`config.mk`:
```
export PLATFORM = sky130hd
export DESIGN_NAME = gf2m_trinomial_reducer
export DESIGN_NICKNAME = d
export VERILOG_FILES = /design/src/rtl/gf2m_trinomial_reducer.sv
export SDC_FILE = /design/constraint.sdc
export NUM_CORES = 1
export LEC_CHECK = 0
export ABC_AREA = 1
export ABC_CLOCK_PERIOD_IN_PS = 2900
export CAP_MARGIN = 20
export CORE_UTILIZATION = 57
export DETAILED_ROUTE_END_ITERATION = 16
export GPL_TIMING_DRIVEN = 0
export PLACE_DENSITY_LB_ADDON = 0.1
export SETUP_SLACK_MARGIN = 0.4
export SKIP_CTS_REPAIR_TIMING = 1
export SLEW_MARGIN = 20
export SYNTH_ARGS = -nofsm -noshare
export SYNTH_HDL_FRONTEND = slang
export SYNTH_SLANG_ARGS = --single-unit
export TNS_END_PERCENT = 50
```
`constraint.sdc`:
```
create_clock -name clk -period 2.9 [get_ports clk]
set_clock_uncertainty 0.1 [all_clocks]
set_input_delay 0.29 -clock clk [delete_from_list [all_inputs] [get_ports clk]]
set_output_delay 0.29 -clock clk [all_outputs]
set_load 0.1 [all_outputs]
```
`src/rtl/gf2m_trinomial_reducer.sv`:
```
// Sequential reduction of a (2M-1)-bit carry-less product modulo x^M + x^K + 1.
// Optional GF2M_RED_CNT_EN adds a 16-bit completed-transfer counter on red_count.
//
// state | meaning
// IDLE  | waiting for a product, in_ready=1
// FOLD  | folding acc; at most two cycles per operand since K < M/2
// DONE  | result presented on out_res until out_ready
module gf2m_trinomial_reducer #(
    parameter int  M  = 193,
    parameter int  K  = 15,
    localparam int CW = 2*M-1
) (
    input  logic          clk,
    input  logic          rst_n,
    input  logic          in_valid,
    output logic          in_ready,
    input  logic [CW-1:0] in_prod,
    output logic          out_valid,
    input  logic          out_ready,
    output logic [M-1:0]  out_res,
`ifdef GF2M_RED_CNT_EN
    output logic [15:0]   red_count,
`endif
    output logic          busy
);

    typedef enum logic [1:0] {IDLE, FOLD, DONE} state_t;

    state_t        state_q, state_d;
    logic [CW-1:0] acc_q, acc_d;
    logic [M-1:0]  res_q, res_d;
    logic          vld_q, vld_d;
    logic [1:0]    nfold_q, nfold_d;
    logic [CW-1:0] nxt;

    // x^M == x^K + 1, so the high part h folds back as h ^ (h << K).
    function automatic logic [CW-1:0] fold(input logic [CW-1:0] a);
        logic [CW-1:0] h;
        h = CW'(a[CW-1:M]);
        return CW'(a[M-1:0]) ^ h ^ (h << K);
    endfunction

    always_comb begin
        state_d = state_q;
        acc_d   = acc_q;
        res_d   = res_q;
        vld_d   = vld_q;
        nfold_d = nfold_q;
        nxt     = fold(acc_q);
        case (state_q)
            IDLE: begin
                if (in_valid) begin
                    acc_d   = in_prod;
                    nfold_d = 2'd0;
                    state_d = FOLD;
                end
            end
            FOLD: begin
                nfold_d = nfold_q + 2'd1;
                if (nxt[CW-1:M] == '0) begin
                    res_d   = nxt[M-1:0];
                    vld_d   = 1'b1;
                    state_d = DONE;
                end else begin
                    acc_d = nxt;
                end
            end
            DONE: begin
                if (out_ready) begin
                    vld_d   = 1'b0;
                    state_d = IDLE;
                end
            end
            default: state_d = IDLE;
        endcase
    end

    always_ff @(posedge clk or negedge rst_n) begin
        if (!rst_n) begin
            state_q <= IDLE;
            acc_q   <= '0;
            res_q   <= '0;
            vld_q   <= 1'b0;
            nfold_q <= 2'd0;
        end else begin
            state_q <= state_d;
            acc_q   <= acc_d;
            res_q   <= res_d;
            vld_q   <= vld_d;
            nfold_q <= nfold_d;
        end
    end

`ifndef SYNTHESIS
    always_ff @(posedge clk) begin
        if (rst_n && state_q == FOLD)
            assert (nfold_q < 2'd2) else $fatal(1, "third fold cycle for one operand");
    end
`endif

`ifdef GF2M_RED_CNT_EN
    logic [15:0] cnt_q;
    always_ff @(posedge clk or negedge rst_n) begin
        if (!rst_n)
            cnt_q <= 16'd0;
        else if (vld_q && out_ready)
            cnt_q <= cnt_q + 16'd1;
    end
    assign red_count = cnt_q;
`endif

    assign in_ready  = (state_q == IDLE);
    assign busy      = (state_q != IDLE);
    assign out_valid = vld_q;
    assign out_res   = res_q;

endmodule

```
Word level (Yosys, flattened, before mapping)
Index checks and enable logic that the tools add are counted.
{"block": "classes", "n_eq_ne": 6, "mux": 10, "bitwise_logic": 2, "n_reduce_logical": 9}
{"operator": "two-way mux 385 bit", "n": 2}
{"operator": "one-hot mux 385 bit (2 select lines)", "n": 1}
{"operator": "bitwise XOR 193 x 207 -> 207 bit", "n": 1}
{"operator": "bitwise XOR 193 x 192 -> 193 bit", "n": 1}
{"operator": "logical NOT 192 bit", "n": 1}
{"operator": "AND reduction 3 bit", "n": 3}
{"operator": "!= test 2 bit (second input constant)", "n": 4}
{"operator": "two-way mux 2 bit", "n": 3}
{"operator": "one-hot mux 2 bit (3 select lines)", "n": 1}
{"operator": "nonzero test 2 bit", "n": 3}
{"operator": "equality test 2 x 1 -> 1 bit (second input constant)", "n": 1}
{"operator": "equality test 2 bit (second input constant)", "n": 1}
{"operator": "logical NOT 2 bit", "n": 1}
{"operator": "two-way mux 1 bit", "n": 2}
{"operator": "one-hot mux 1 bit (2 select lines)", "n": 1}
{"operator": "AND reduction 2 bit", "n": 1}
{"block": "totals", "register_bits": 581, "out_inout_bits": 196, "elab_cells": 31}

Depth between registers and ports, before layout
{"block": "logic_depth", "word_depth": 5, "mapped_depth": 10}

Least setup slack after synthesis
No wires, ideal clock.
{"block": "synth_path", "path_kind": "register to register", "start": "reg state_q[1]", "end": "reg acc_q[290]", "setup_time_ns": 0.066, "arrival_time_ns": 2.672, "required_time_ns": 2.734, "path_slack_ns": 0.062, "stages_incl_launch_ff": 8, "synth_period_minus_slack_ns": 2.838, "path_cell_list": "dfrtp_1 -> nor2_2 -> inv_2 -> nor2_4 -> buf_2 -> clkbuf_1 -> nand2_1 -> nand2_1"}
{"block": "synth_between", "elab_chain_cells": 3, "word_cells_on_any_way": 7, "classes_between": "eq/ne (3); mux (1); reduce/logical (3)"}
{"element": "start, declared", "line_no": "29", "source": "state_t state_q, state_d;"}
{"element": "start signal, assigned", "line_no": "86", "source": "state_q <= state_d;"}
{"element": "logical NOT 2 bit (*)"}
{"element": "net in_ready", "line_no": "16", "source": "output logic in_ready,"}
{"element": "!= test 2 bit (no line) or nonzero test 2 bit (tied branches)"}
{"element": "AND reduction 3 bit (no line)"}
{"element": "end signal, assigned", "line_no": "81", "source": "acc_q <= '0;"}
{"element": "end signal, assigned", "line_no": "87", "source": "acc_q <= acc_d;"}
{"element": "end, declared", "line_no": "30", "source": "logic [CW-1:0] acc_q, acc_d;"}
Mark *: on every way through the listed nets, which the timed path passes. The rest lies on a longest branch.
A chain may end at the register's enable or synchronous reset.

Final worst setup path
{"block": "layout_path", "start": "reg res_q[96] (netlist: out_res[96])", "end": "out out_res[96]"}
{"element": "start, declared", "line_no": "31", "source": "logic [M-1:0] res_q, res_d;"}
{"element": "start signal, assigned", "line_no": "88", "source": "res_q <= res_d;"}
{"element": "end, declared", "line_no": "20", "source": "output logic [M-1:0] out_res,"}
No word-level cell between the ends.

==> flow_summary.toml <==
[synth]
largest_cells_by_area_after_synthesis = "sky130_fd_sc_hd__dfrtp_1, sky130_fd_sc_hd__nand2_1, sky130_fd_sc_hd__nand3_1, sky130_fd_sc_hd__inv_1, sky130_fd_sc_hd__o21ai_0"
ys.flop_type = "sky130_fd_sc_hd__dfrtp_1"
synth_top_area_share_pct = 48.86
synth_area_per_cell_um2 = 6.819
synth.yosys.seq_area_share_pct = 48.86
yosys.cell_count.top_type = "sky130_fd_sc_hd__nand2_1"
nets_in_the_synthesized_netlist = 4753
syn_inst = 4364
synthDominantAreaCellType = "sky130_fd_sc_hd__dfrtp_1"
synth_seq_cells = 581
synth.yosys.warnings = 0
edff_count_synth = 0
mappedNetlistArea_um2 = 29760
synth-async-reset-ratio_pct = 100.0
count_of_cell_types_in_the_netlist = 18
post_synth_most_frequent_cells = "sky130_fd_sc_hd__nand2_1, sky130_fd_sc_hd__dfrtp_1, sky130_fd_sc_hd__nand3_1"

[floorplanning]
fp.dieW_um = 230.5
core.rowCount = 83
initial_core_util_pct = 57.88
core_area_um2 = 51410
die_height_um = 230.5
floorplan.die_area_um2 = 53120
io_pins = 585

[run]
max-cap-violations = 0

[timing]
max-slew-margin-rel_pct = 23.36
final-setup-viol-count = 0
hold_viol_final = 0
worst-slew-pin-transition_ns = 1.148
final_period_util_pct = 88.13
final_period_minus_worst_setup_slack_ns = 2.556
peak_clock_frequency_supported_by_timing_mhz = 391.3
slew_viol_final = 0
worst_hold_slack_across_all_endpoints_ns = 0.08924
worst_slack_ns = 0.3441
rsz_0062_raised_after_global_routing = "true"
finalSetupTns_ns = 0

[global_routing]
antenna_found_initial = 20
grt_first_pass_wirelength_mm = 163.3
combined_global_route_utilization_of_all_metal_layers_pct = 40.57
number_of_global_route_vias_before_repair = 29250
maximum_number_of_pins_on_one_net_before_global_route_repair = 100
global_route.overflow_total = 0

[finish]
filler_cell_count = 4079
drive_gt1_share_pct = 4.443
layout-area-overhead-vs-synth_pct = 30.91
nNetsFinal = 5406

[worst_setup_path]
worst_ep_required_time_ns = 2.51
critical-path-top-delay-family = "buffers and inverters"
cp_max_fo = 2
critical_path.endpoint_type = "primary output"
worst-path-buf-inv = 1
start_kind = "flop"
critical_path_max_stage_delay_ns = 1.17
critical_path.slowest_cell = "sky130_fd_sc_hd__clkdlybuf4s50_1"
timing.setup.critical_path_class = "reg2out"
cp_cell_sequence = "clkdlybuf4s50_1"
arrival_ns = 2.17

[clock_network]
cts_buffer_depth = 3
numCtsBuffers = 60
clock_insertion_delay_worst_skew_ns = 0.64
cts-htree-levels = 2
clkTransAtPathRegs_ns = 0.06
tritoncts_clock_tree = "built"
clock_sinks = 581
ctsRootBufferMaster = "sky130_fd_sc_hd__clkbuf_16"

[placement]
globalplace.congestion = 1.005
post-dp-hpwl_mm = 83.60
detailedPlace.worstSlack_ns = 0.2667
port-buffer-count = 584

[route]
totalWireLength_mm = 108.6
routed_wire_length_per_instance_um = 18.84
route.vias.total = 31020
detailedRoute.firstPassIterationCount = 6
route.antenna.remaining_nets = 0
drc = 0
detail_route.vias_per_cell = 5.381
drtIter0Drc = 3141

[run_status]
status = "complete, no violations"

[hold_path]
worstHoldPathType = "in2reg"
[final timing paths]
| kind | to | from | slack, ns | cells after the start |
|---|---|---|---|---|
| max in group asynchronous | out_res[117] | rst_n | 1.10 | 4 |
| worst min-delay path | acc_q[356] | in_prod[356] | 0.09 | 3 |
| worst max register to register | acc_q[245] | acc_q[372] | 0.46 | 9 |
| min in group asynchronous | out_res[8] | rst_n | 0.15 | 2 |
| worst min register to register | out_res[123] | out_res[123] | 0.38 | 2 |
| worst max-delay path | out_res[96] | out_res[96] | 0.34 | 1 |
[cell families after synthesis]
group | after synthesis | synth area share, %
compound gates | 225 | 3.784
buf+inv | 547 | 7.380
flops | 581 | 48.86
xor+xnor | 16 | 0.4709
simple gates | 2995 | 39.50
[stage by stage]
stage	area (um^2)	util, %	instances
2_1_floorplan	29760	-	4364
3_3_place_gp	36460	70.92	5628
3_5_place_dp	36630	71.25	5634
4_1_cts	38660	75.21	5743
5_1_grt	38950	75.77	5762
6_report	38950	75.78	5764
[area by class of cell]
class                      instances  area [um^2]  area share [%]
antenna                           20        50.05          0.1285
timing repair buffer             591         6248           16.04
tap                              680        850.8           2.184
multi-input combinational       3236        13030           33.44
buffer                           174        803.3           2.062
inverter                         373         1400           3.594
sequential                       581        14540           37.32
clock inverter                    15        206.4          0.5300
clock buffer                      94         1831           4.699
[cell usage in the layout (no fill, tap or decap), types with 16 or more instances in the layout]
master / instances
sky130_fd_sc_hd__clkbuf_8: 18
sky130_fd_sc_hd__clkdlybuf4s50_1: 494
sky130_fd_sc_hd__diode_2: 20
sky130_fd_sc_hd__clkbuf_16: 61
sky130_fd_sc_hd__inv_1: 369
sky130_fd_sc_hd__xnor2_1: 16
sky130_fd_sc_hd__clkbuf_1: 69
sky130_fd_sc_hd__buf_2: 107
sky130_fd_sc_hd__nand2_1: 2596
sky130_fd_sc_hd__nand3_1: 384
sky130_fd_sc_hd__o21ai_0: 224
sky130_fd_sc_hd__dfrtp_1: 581
sky130_fd_sc_hd__dlymetal6s2s_1: 89
[state kept, by name (all words and copies together), names as in the netlist]
register,flops
acc_q,385
out_valid,1
state_q,2
out_res,193
[routing by layer]
| layer | GRT usage [%] | share of wire (%) | routed length [um] |
|---|---|---|---|
| met1 | 53.55 | 39 | 42240 |
| met2 | 64.50 | 46 | 50180 |
| met3 | 8.918 | 10 | 11110 |
| met4 | 17.63 | 4.6 | 5044 |
| met5 | 0 | 0.021 | 23 |
Power is left out: the tool's default activity adds up to more than one toggle a clock period on the data nets, which glitch-free logic cannot reach.
